$ cat src/rtl/spi_cfg_pkg.sv
// Shared types and constants for the SPI configuration sequencer.
package spi_cfg_pkg;

    localparam int DEF_WORD_W = 24;
    localparam int DEF_DEPTH  = 32;

    typedef enum logic [2:0] {
        ST_IDLE  = 3'd0,
        ST_LOAD  = 3'd1,
        ST_SHIFT = 3'd2,
        ST_GAP   = 3'd3,
        ST_DONE  = 3'd4
    } state_t;

    typedef enum logic {
        MODE_SEQ    = 1'b0,
        MODE_SINGLE = 1'b1
    } mode_t;

    // Power-up register words for the ADRF-class modulator; the host writes
    // these into the table through the table write port.
    localparam int ADRF_INIT_LEN = 4;
    localparam logic [DEF_WORD_W-1:0] ADRF_INIT_TBL [ADRF_INIT_LEN] = '{
        24'h02F67F, 24'h04081A, 24'h66141E, 24'h0F0A55
    };

endpackage

$ cat src/rtl/spi_cfg_sequencer_if.sv
// Host-side and SPI-side signal bundle of the configuration sequencer.
interface spi_cfg_sequencer_if #(
    parameter int WORD_W = spi_cfg_pkg::DEF_WORD_W,
    parameter int DEPTH  = spi_cfg_pkg::DEF_DEPTH
);
    localparam int AW = $clog2(DEPTH);

    logic              start;
    logic              enable;
    logic [AW:0]       seq_len;
    logic              tbl_we;
    logic [AW-1:0]     tbl_addr;
    logic [WORD_W-1:0] tbl_wdata;
    logic              wr_req;
    logic [WORD_W-1:0] wr_data;
    logic              wr_ack;
    logic              spi_sclk;
    logic              spi_cs_n;
    logic              spi_mosi;
    logic              busy;
    logic              done;
    logic [AW-1:0]     word_idx;

    modport master (
        output start, enable, seq_len, tbl_we, tbl_addr, tbl_wdata, wr_req, wr_data,
        input  wr_ack, spi_sclk, spi_cs_n, spi_mosi, busy, done, word_idx
    );

    modport slave (
        input  start, enable, seq_len, tbl_we, tbl_addr, tbl_wdata, wr_req, wr_data,
        output wr_ack, spi_sclk, spi_cs_n, spi_mosi, busy, done, word_idx
    );

endinterface

$ cat src/rtl/spi_tx_shifter.sv
// MSB-first SPI mode-0 serializer. sclk and mosi are registered and always
// show the value for the cycle that follows the current edge.
module spi_tx_shifter #(
    parameter int WORD_W  = 24,
    parameter int CLK_DIV = 2
) (
    input  logic              GCLK,
    input  logic              reset,
    input  logic              load,
    input  logic              en,
    input  logic [WORD_W-1:0] data,
    output logic              sclk,
    output logic              mosi,
    output logic              last_bit
);
    localparam int PW = $clog2(CLK_DIV);
    localparam int BW = $clog2(WORD_W);
    localparam logic [PW-1:0] PH_LAST  = PW'(CLK_DIV - 1);
    localparam logic [PW-1:0] PH_HALF  = PW'(CLK_DIV / 2);
    localparam logic [BW-1:0] BIT_LAST = BW'(WORD_W - 1);

    logic [WORD_W-1:0] shreg_r;
    logic [PW-1:0]     phase_r;
    logic [BW-1:0]     bit_r;
    logic              sclk_r;
    logic              mosi_r;

    assign last_bit = (bit_r == BIT_LAST) && (phase_r == PH_LAST);
    assign sclk     = sclk_r;
    assign mosi     = mosi_r;

    // Shift register, phase and bit counters; everything holds when neither load nor en.
    always_ff @(posedge GCLK) begin
        if (reset) begin
            shreg_r <= '0;
            phase_r <= '0;
            bit_r   <= '0;
            sclk_r  <= 1'b0;
            mosi_r  <= 1'b0;
        end else if (load) begin
            shreg_r <= data;
            phase_r <= '0;
            bit_r   <= '0;
            sclk_r  <= 1'b0;
            mosi_r  <= data[WORD_W-1];
        end else if (en) begin
            if (phase_r == PH_LAST) begin
                phase_r <= '0;
                sclk_r  <= 1'b0;
                shreg_r <= {shreg_r[WORD_W-2:0], 1'b0};
                if (bit_r == BIT_LAST) begin
                    bit_r  <= '0;
                    mosi_r <= 1'b0;
                end else begin
                    bit_r  <= bit_r + BW'(1);
                    mosi_r <= shreg_r[WORD_W-2];
                end
            end else begin
                phase_r <= phase_r + PW'(1);
                sclk_r  <= ((phase_r + PW'(1)) >= PH_HALF);
            end
        end
    end

endmodule

$ cat src/rtl/spi_cfg_sequencer.sv
// Table-driven SPI register-init sequencer with a one-shot single-word write path.
module spi_cfg_sequencer
    import spi_cfg_pkg::*;
#(
    parameter int WORD_W  = DEF_WORD_W,
    parameter int DEPTH   = DEF_DEPTH,
    parameter int CLK_DIV = 2,
    parameter int CS_GAP  = 2
) (
    input  logic GCLK,
    input  logic reset,
    spi_cfg_sequencer_if.slave bus
);
    localparam int AW = $clog2(DEPTH);
    localparam int LW = AW + 1;
    localparam int GW = $clog2(CS_GAP + 1);
    localparam logic [GW-1:0] GAP_LAST = GW'(CS_GAP - 1);

    logic [WORD_W-1:0] tbl_r [DEPTH];

    state_t            state_r, state_nx, ret_r;
    mode_t             mode_r;
    logic [AW-1:0]     word_idx_r;
    logic [LW-1:0]     len_r;
    logic [GW-1:0]     gap_cnt_r;
    logic              busy_r, done_r, cs_n_r, wr_ack_r;
    logic              busy_nx, done_nx, cs_n_nx, wr_ack_nx;

    logic [LW-1:0]     eff_len_s;
    logic              idle_s, start_ok_s, wr_ok_s, gap_last_s, gap_exit_s, last_word_s;
    logic              shift_last_s, sclk_s, mosi_s;
    logic [WORD_W-1:0] load_data_s;

    assign eff_len_s   = (bus.seq_len > LW'(DEPTH)) ? LW'(DEPTH) : bus.seq_len;
    assign idle_s      = (state_r == ST_IDLE) || (state_r == ST_DONE);
    assign start_ok_s  = idle_s && bus.enable && bus.start;
    // The cycle carrying wr_ack still sees the old wr_req level; ignore it there.
    assign wr_ok_s     = idle_s && bus.enable && !bus.start && bus.wr_req && !wr_ack_r;
    assign gap_last_s  = (gap_cnt_r == GAP_LAST);
    assign gap_exit_s  = (state_r == ST_GAP) && bus.enable && gap_last_s;
    assign last_word_s = (({1'b0, word_idx_r} + LW'(1)) == len_r);
    assign load_data_s = (mode_r == MODE_SINGLE) ? bus.wr_data : tbl_r[word_idx_r];

    spi_tx_shifter #(.WORD_W(WORD_W), .CLK_DIV(CLK_DIV)) u_shifter (
        .GCLK     (GCLK),
        .reset    (reset),
        .load     ((state_r == ST_LOAD) && bus.enable),
        .en       ((state_r == ST_SHIFT) && bus.enable),
        .data     (load_data_s),
        .sclk     (sclk_s),
        .mosi     (mosi_s),
        .last_bit (shift_last_s)
    );

    // Table RAM; a write on the same edge as a LOAD read leaves LOAD with the old word.
    always_ff @(posedge GCLK) begin
        if (bus.tbl_we) begin
            tbl_r[bus.tbl_addr] <= bus.tbl_wdata;
        end
    end

    // FSM state register.
    always_ff @(posedge GCLK) begin
        if (reset) begin
            state_r <= ST_IDLE;
        end else begin
            state_r <= state_nx;
        end
    end

    // FSM next-state logic; enable low freezes every state.
    always_comb begin
        state_nx = state_r;
        case (state_r)
            ST_IDLE, ST_DONE: begin
                if (start_ok_s) begin
                    state_nx = (eff_len_s == '0) ? ST_DONE : ST_LOAD;
                end else if (wr_ok_s) begin
                    state_nx = ST_LOAD;
                end else begin
                    state_nx = state_r;
                end
            end
            ST_LOAD: begin
                if (bus.enable) begin
                    state_nx = ST_SHIFT;
                end else begin
                    state_nx = state_r;
                end
            end
            ST_SHIFT: begin
                if (bus.enable && shift_last_s) begin
                    state_nx = ST_GAP;
                end else begin
                    state_nx = state_r;
                end
            end
            ST_GAP: begin
                if (!gap_exit_s) begin
                    state_nx = state_r;
                end else if (mode_r == MODE_SINGLE) begin
                    state_nx = ret_r;
                end else if (last_word_s) begin
                    state_nx = ST_DONE;
                end else begin
                    state_nx = ST_LOAD;
                end
            end
            default: state_nx = ST_IDLE;
        endcase
    end

    // FSM output logic: next values of the registered status and chip select.
    always_comb begin
        busy_nx   = (state_nx == ST_LOAD) || (state_nx == ST_SHIFT) || (state_nx == ST_GAP);
        cs_n_nx   = (state_nx != ST_SHIFT);
        wr_ack_nx = gap_exit_s && (mode_r == MODE_SINGLE);
        if (start_ok_s) begin
            done_nx = (eff_len_s == '0);
        end else if (gap_exit_s && (mode_r == MODE_SEQ) && last_word_s) begin
            done_nx = 1'b1;
        end else begin
            done_nx = done_r;
        end
    end

    // Registered handshake and chip-select outputs.
    always_ff @(posedge GCLK) begin
        if (reset) begin
            busy_r   <= 1'b0;
            done_r   <= 1'b0;
            cs_n_r   <= 1'b1;
            wr_ack_r <= 1'b0;
        end else begin
            busy_r   <= busy_nx;
            done_r   <= done_nx;
            cs_n_r   <= cs_n_nx;
            wr_ack_r <= wr_ack_nx;
        end
    end

    // Run context: mode, return state, latched length and word index.
    always_ff @(posedge GCLK) begin
        if (reset) begin
            mode_r     <= MODE_SEQ;
            ret_r      <= ST_IDLE;
            len_r      <= '0;
            word_idx_r <= '0;
        end else if (start_ok_s) begin
            mode_r     <= MODE_SEQ;
            len_r      <= eff_len_s;
            word_idx_r <= '0;
        end else if (wr_ok_s) begin
            mode_r     <= MODE_SINGLE;
            ret_r      <= state_r;
        end else if (gap_exit_s && (mode_r == MODE_SEQ) && !last_word_s) begin
            word_idx_r <= word_idx_r + AW'(1);
        end
    end

    // CS-high gap counter, cleared whenever the FSM is outside GAP.
    always_ff @(posedge GCLK) begin
        if (reset || (state_r != ST_GAP)) begin
            gap_cnt_r <= '0;
        end else if (bus.enable) begin
            gap_cnt_r <= gap_last_s ? '0 : (gap_cnt_r + GW'(1));
        end
    end

    assign bus.spi_sclk = sclk_s;
    assign bus.spi_mosi = mosi_s;
    assign bus.spi_cs_n = cs_n_r;
    assign bus.busy     = busy_r;
    assign bus.done     = done_r;
    assign bus.wr_ack   = wr_ack_r;
    assign bus.word_idx = word_idx_r;

endmodule

$ cat src/flat_wrapper.sv
// flat-port wrapper written by rule: the top's interface ports become plain ports
module spi_cfg_sequencer_flat import spi_cfg_pkg::*;
#(
    parameter int WORD_W  = DEF_WORD_W,
    parameter int DEPTH   = DEF_DEPTH,
    parameter int CLK_DIV = 2,
    parameter int CS_GAP  = 2
)
  (GCLK, reset, bus_start, bus_enable, bus_seq_len, bus_tbl_we, bus_tbl_addr, bus_tbl_wdata, bus_wr_req, bus_wr_data, bus_wr_ack, bus_spi_sclk, bus_spi_cs_n, bus_spi_mosi, bus_busy, bus_done, bus_word_idx);
  spi_cfg_sequencer_if #(.WORD_W(WORD_W), .DEPTH(DEPTH)) bus_i ();
  input  logic GCLK;
  input  logic reset;
  input wire logic [$bits(bus_i.start)-1:0] bus_start;
  input wire logic [$bits(bus_i.enable)-1:0] bus_enable;
  input wire logic [$bits(bus_i.seq_len)-1:0] bus_seq_len;
  input wire logic [$bits(bus_i.tbl_we)-1:0] bus_tbl_we;
  input wire logic [$bits(bus_i.tbl_addr)-1:0] bus_tbl_addr;
  input wire logic [$bits(bus_i.tbl_wdata)-1:0] bus_tbl_wdata;
  input wire logic [$bits(bus_i.wr_req)-1:0] bus_wr_req;
  input wire logic [$bits(bus_i.wr_data)-1:0] bus_wr_data;
  output wire logic [$bits(bus_i.wr_ack)-1:0] bus_wr_ack;
  output wire logic [$bits(bus_i.spi_sclk)-1:0] bus_spi_sclk;
  output wire logic [$bits(bus_i.spi_cs_n)-1:0] bus_spi_cs_n;
  output wire logic [$bits(bus_i.spi_mosi)-1:0] bus_spi_mosi;
  output wire logic [$bits(bus_i.busy)-1:0] bus_busy;
  output wire logic [$bits(bus_i.done)-1:0] bus_done;
  output wire logic [$bits(bus_i.word_idx)-1:0] bus_word_idx;
  assign bus_i.start = bus_start;
  assign bus_i.enable = bus_enable;
  assign bus_i.seq_len = bus_seq_len;
  assign bus_i.tbl_we = bus_tbl_we;
  assign bus_i.tbl_addr = bus_tbl_addr;
  assign bus_i.tbl_wdata = bus_tbl_wdata;
  assign bus_i.wr_req = bus_wr_req;
  assign bus_i.wr_data = bus_wr_data;
  assign bus_wr_ack = bus_i.wr_ack;
  assign bus_spi_sclk = bus_i.spi_sclk;
  assign bus_spi_cs_n = bus_i.spi_cs_n;
  assign bus_spi_mosi = bus_i.spi_mosi;
  assign bus_busy = bus_i.busy;
  assign bus_done = bus_i.done;
  assign bus_word_idx = bus_i.word_idx;
  spi_cfg_sequencer #(.WORD_W(WORD_W), .DEPTH(DEPTH), .CLK_DIV(CLK_DIV), .CS_GAP(CS_GAP)) u_core (.GCLK(GCLK), .reset(reset), .bus(bus_i));
endmodule
$ cat config.mk
export PLATFORM = sky130hd
export DESIGN_NAME = spi_cfg_sequencer_flat
export DESIGN_NICKNAME = d
export VERILOG_FILES = /design/src/rtl/spi_cfg_pkg.sv /design/src/rtl/spi_cfg_sequencer_if.sv /design/src/rtl/spi_tx_shifter.sv /design/src/rtl/spi_cfg_sequencer.sv /design/src/flat_wrapper.sv
export SDC_FILE = /design/constraint.sdc
export NUM_CORES = 1
export LEC_CHECK = 0
export BUFFER_PORTS_ARGS = -buffer_cell sky130_fd_sc_hd__buf_2
export CORE_MARGIN = 1.5
export CORE_UTILIZATION = 59
export DETAILED_ROUTE_END_ITERATION = 12
export GPL_ROUTABILITY_DRIVEN = 1
export GPL_TIMING_DRIVEN = 0
export PLACE_DENSITY = 0.83
export SYNTH_ARGS = -nofsm -noshare
export SYNTH_HDL_FRONTEND = slang
export SYNTH_SLANG_ARGS = --single-unit
$ cat constraint.sdc
create_clock -name GCLK -period 5.5 [get_ports GCLK]
set_input_delay 1.1 -clock GCLK [delete_from_list [all_inputs] [get_ports GCLK]]
set_output_delay 1.1 -clock GCLK [all_outputs]
set_load 0.005 [all_outputs]
### Word level (Yosys, flattened, before mapping)

Memories as Yosys holds them, arrays and structs flattened. A register that Yosys moved wholly into a read port is not among the register bits.
Index checks and enable logic that the tools add are counted.

| cells by class | value |
|---|---|
| $add $sub $neg | 5 |
| $mul | 0 |
| divide/modulo/power cells | 0 |
| order comparisons | 2 |
| equality and inequality tests | 12 |
| shift-type cells | 0 |
| multiplexer cells | 28 |
| bitwise operators | 3 |
| reductions and logical operators | 34 |

Operators by type and width:

| kind | count |
|---|---|
| 2-to-1 mux 23 bit | 3 |
| 2-to-1 mux 24 bit | 1 |
| 2-to-1 mux 3 bit | 8 |
| logical AND 1 bit | 15 |
| 2-to-1 mux 5 bit | 3 |
| equality test 3 x 2 -> 1 bit, second input constant | 4 |
| one-hot mux 3 bit (4 select lines) | 1 |
| adder 5 x 1 -> 5 bit, second input constant | 2 |
| 2-to-1 mux 1 bit | 10 |
| AND reduction 2 bit | 4 |
| adder 5 x 1 -> 6 bit, second input constant | 1 |
| equality test 3 x 1 -> 1 bit, second input constant | 2 |
| equality test 6 bit | 1 |
| > comparator 6 bit, second input constant | 1 |
| logical NOT 6 bit | 1 |
| 2-to-1 mux 6 bit | 1 |
| inequality test 3 x 2 -> 1 bit, second input constant | 2 |
| nonzero test 2 bit | 3 |
| OR reduction 2 bit | 3 |
| equality test 5 bit, second input constant | 1 |
| logical OR 1 bit | 4 |
| equality test 3 bit, second input constant | 1 |
| logical NOT 1 bit | 3 |
| logical NOT 3 bit | 1 |
| 6 further kinds | 8 |

| storage, ports and cells | value |
|---|---|
| bits in registers | 55 |
| bits in latches | 0 |
| RAM bits | 768 |
| memory bits (read-only) | 0 |
| input port bits | 65 |
| output and inout bits | 11 |
| logic and storage cells | 100 |
| memories kept | 1 |

Memory list:

| name | depth | bits a word | rd ports | clocked after Yosys merged registers in | wr ports | RTL line | source |
|---|---|---|---|---|---|---|---|
| u_core.tbl_r | 32 | 24 | 1 | 1 | 1 | spi_cfg_sequencer.sv:19 | `logic [WORD_W-1:0] tbl_r [DEPTH];` |

### Depth between registers and ports, before layout

| depth | value |
|---|---|
| depth after elaboration | 12 |
| gate-level depth with buffers | 10 |
| depth with buffers taken out | 6 |

### Modules after synthesis

From an unflattened synthesis, not the netlist that was laid out.

| second synthesis, totals | value |
|---|---|
| cell total of the unflattened synthesis | 1576 |
| area, all modules | 32043.2 um^2 |

Modules (own cells, without submodules):

| module | instances | cells each | area an instance (um^2) | seq. area each (um^2) |
|---|---|---|---|---|
| spi_cfg_sequencer | 1 | 1409 | 30625.6 | 23642.7 |
| spi_tx_shifter | 1 | 167 | 1417.6 | 600.6 |

### Worst setup path before layout

No wires, ideal clock.

| timing | value |
|---|---|
| kind | input -> register |
| start | input port bus_tbl_addr[1] |
| end | memory u_core.tbl_r[12][0], enable pin |
| setup time | 0.405 ns |
| data arrival time | 2.782 ns |
| required time | 5.095 ns |
| path slack | 2.313 ns |
| stages | 3 |
| path buffers | 1 |
| cells stage by stage | or3b_2 > clkbuf_1 > nor2_1 |

RTL lines:

| item | RTL line | source |
|---|---|---|
| start: declaration | flat_wrapper.sv:17 | `input wire logic [$bits(bus_i.tbl_addr)-1:0] bus_tbl_addr;` |
| end: declaration | spi_cfg_sequencer.sv:19 |  |

No word-level cell before the write port.

==> results.ini <==
[clock_network]
cts.sinks=827
cts_buffer_depth=3
cts_tree=done
clk_pin_slew_worst_paths_ns=0.06
cts.hold.buffers_added=0
cts-root-buf=clkbuf_16
cts_resized=0
numCtsBuffers=81
h-tree-depth=3
postCtsSetupRepairBufs=0
clk_latency_ns=0.63

[timing]
slew_headroom=0.236
finalSetupTns_ns=0
finClkSkew_ns=0.0266
setup_ws_ns=1.98
tightest_slew_ns=1.15
rsz0062_at_grt=no
max_freq_mhz=284
finalMaxSlewViolations=0
fin_crit_ns=3.52
final.period_utilization=0.640
setup-violations-final=0
finalHoldViolCount=0
holdWs_ns=0.467

[synth]
yosysTopAreaCell=edfxtp_1
ys.flop_type=edfxtp_1
syn-instance-count=1621
synth-async-reset-ratio=0
syn_area_sq_mm=0.0321
yosysTopAreaCellShare=0.719
yosys_warnings=0
synth_cell_types=63
synth.area.top_cells=edfxtp_1 (72%), mux4_2 (11%), dfxtp_1 (3.7%), mux2_2 (1.8%), mux2i_1 (1.7%)
synth-seq-cells=827
yosysSeqAreaShare=0.756
avgSynthCellArea_sq_um=19.8
synth_edf_count=768
syn-num-nets=1688

[critical_path]
critPathMaxFanout=10
start_kind=flip-flop
crit_type=reg2reg
arrival_ns=4.00
crit_required_ns=5.98
cpPeakStageDelay_ns=0.62
slowest_stage=buf_1
end_kind=flip-flop
crit_chain=buf_2, buf_1, nand2_1, clkbuf_1, o22ai_1, o221ai_1, o2111ai_1, o21ai_1

[status]
outcome=finished, final reports clean

[cells_and_area]
final_area_sq_mm=0.0364
nNetsFinal=1855
syn_to_final_growth_pct=13.6
drive_gt1_frac=0.265

[global_route]
grt_pass1_vias=17800
grt_max_degree=33
antenna_found_initial=0
grt_pass1_wl_mm=119
grt_use_total=0.299
grt-ovfl-total=0

[routing]
top_layer=met4
routed_via_density=6.96
drt-met1-wl_mm=28.6
vias=17700
wl_met3_mm=9.54
ant_nets=0
first_pass_iters=7
drt_iter0_drc=2594
post_drt_wl_per_cell_um=32.0
drc=0
routed_wl_mm=81.6
met2_length_mm=39.9

[hold_path]
hold_path.class=reg2reg

[placement]
dp_hpwl_mm=48.9
gp_congestion=0.954
port_buffers=75
place_area_sq_mm=0.0338
pre_cts_slack_ns=1.94

[floorplan]
die-area_sq_mm=0.0558
floorplan.initialDensity=0.596
die_y_um=236
die_w_um=236
core_area_sq_mm=0.0538
io_pins=76
num_rows=85

[power_and_ir_drop]
power_w=0.0128
vdd.ir_drop.worst_uv=315
p_leak_nw=11.4
pwr_density_cell_mw_per_mm2=353

[run]
max_cap_viol_count=0

==> registers in the layout, indices dropped and copies added, names as in the netlist, 2 cells and up, named ones only <==
signal / flops
u_core.bus.word_idx: 5
u_core.gap_cnt_r: 2
u_core.len_r: 6
u_core.ret_r: 3
u_core.state_r: 3
u_core.tbl_r: 768
u_core.u_shifter.bit_r: 5
u_core.u_shifter.shreg_r: 23
==> layer usage <==
| metal | GRT usage | up-vias |
|---|---|---|
| li1 | - | 7073 |
| met4 | 0.119 | 0 |
| met5 | 0 | - |
| met1 | 0.399 | 9048 |
| met3 | 0.0724 | 240 |
| met2 | 0.482 | 1364 |
==> kinds of logic after synthesis <==
kind of cell             share of synthesized area
AO/OA/AOI/OAI                               0.0421
AND/OR/NAND/NOR                             0.0376
XOR/XNOR                                   0.00164
flip-flops                                   0.756
multiplexers                                 0.147
buffers and inverters                       0.0150
adder cells (fa/ha/maj)                   0.000780
==> layout make-up <==
type / count / area [sq um]
inverters: 4 / 15.0
multi-input cells: 693 / 7580
clock buffers: 113 / 2280
plain buffers: 97 / 465
flip-flops and latches: 827 / 24200
diodes: 2 / 5.00
repair buffers: 84 / 593
fillers: 3225 / 17400
clock inverters: 32 / 385
well taps: 696 / 871
==> through the flow <==
stage | util | cells
finish | 0.677 | 2548
global route | 0.677 | 2546
CTS | 0.677 | 2546
detailed placement | 0.627 | 2401
global placement | 0.619 | 2392
floorplan | - | 1621
==> cell usage in the layout (no fill, tap or decap), drive strengths merged, types with 5 or more instances in the layout <==
cell	n
a2111oi	5
a21oi	25
a221oi	32
a22oi	20
and2	8
and3	7
buf	138
bufinv	7
clkbuf	156
clkinv	25
dfxtp	59
edfxtp	768
mux2	51
mux2i	55
mux4	159
nand2	60
nand2b	5
nand3	29
nand3b	13
nor2	43
nor2b	10
nor3	16
o2111ai	14
o21ai	31
o221ai	16
o22ai	24
or3	7
==> path summary, 6_finish.rpt <==
path / from / end / slack (ns) / depth (start not counted)
setup / recovery: flip-flop / u_core.u_shifter.shreg_r[2] / 1.98 / 8
hold / removal: u_core.len_r[0] / u_core.len_r[0] / 0.47 / 2
setup reg to reg: flip-flop / u_core.u_shifter.shreg_r[2] / 1.98 / 8
hold reg to reg: u_core.len_r[0] / u_core.len_r[0] / 0.47 / 2
==> cell usage after synthesis, types with 14 or more instances <==
| cell type | number |
|---|---|
| a21oi_1 | 25 |
| a221oi_1 | 32 |
| a22oi_1 | 20 |
| buf_2 | 32 |
| clkbuf_1 | 43 |
| dfxtp_1 | 59 |
| edfxtp_1 | 768 |
| mux2_2 | 51 |
| mux2i_1 | 55 |
| mux4_2 | 159 |
| nand2_1 | 60 |
| nand3_1 | 29 |
| nor2_1 | 43 |
| nor3_1 | 16 |
| o2111ai_1 | 14 |
| o21ai_1 | 18 |
| o221ai_1 | 16 |
| o22ai_1 | 24 |
==> worst max-delay path: cells and delay by family (launching register included) <==
kind,cells,cell delay (ns)
buf+inv,3,1.43
compound gates,4,1.04
simple gates,1,0.59
flops,1,0.31
==> where the power goes <==
group          total, W  switching, W  internal (W)
Combinational  0.000294      0.000219     0.0000748
Sequential      0.00698     0.0000273       0.00695
Clock           0.00557       0.00234       0.00324
Total            0.0128       0.00258        0.0103
(Power assumes the default switching activity.)
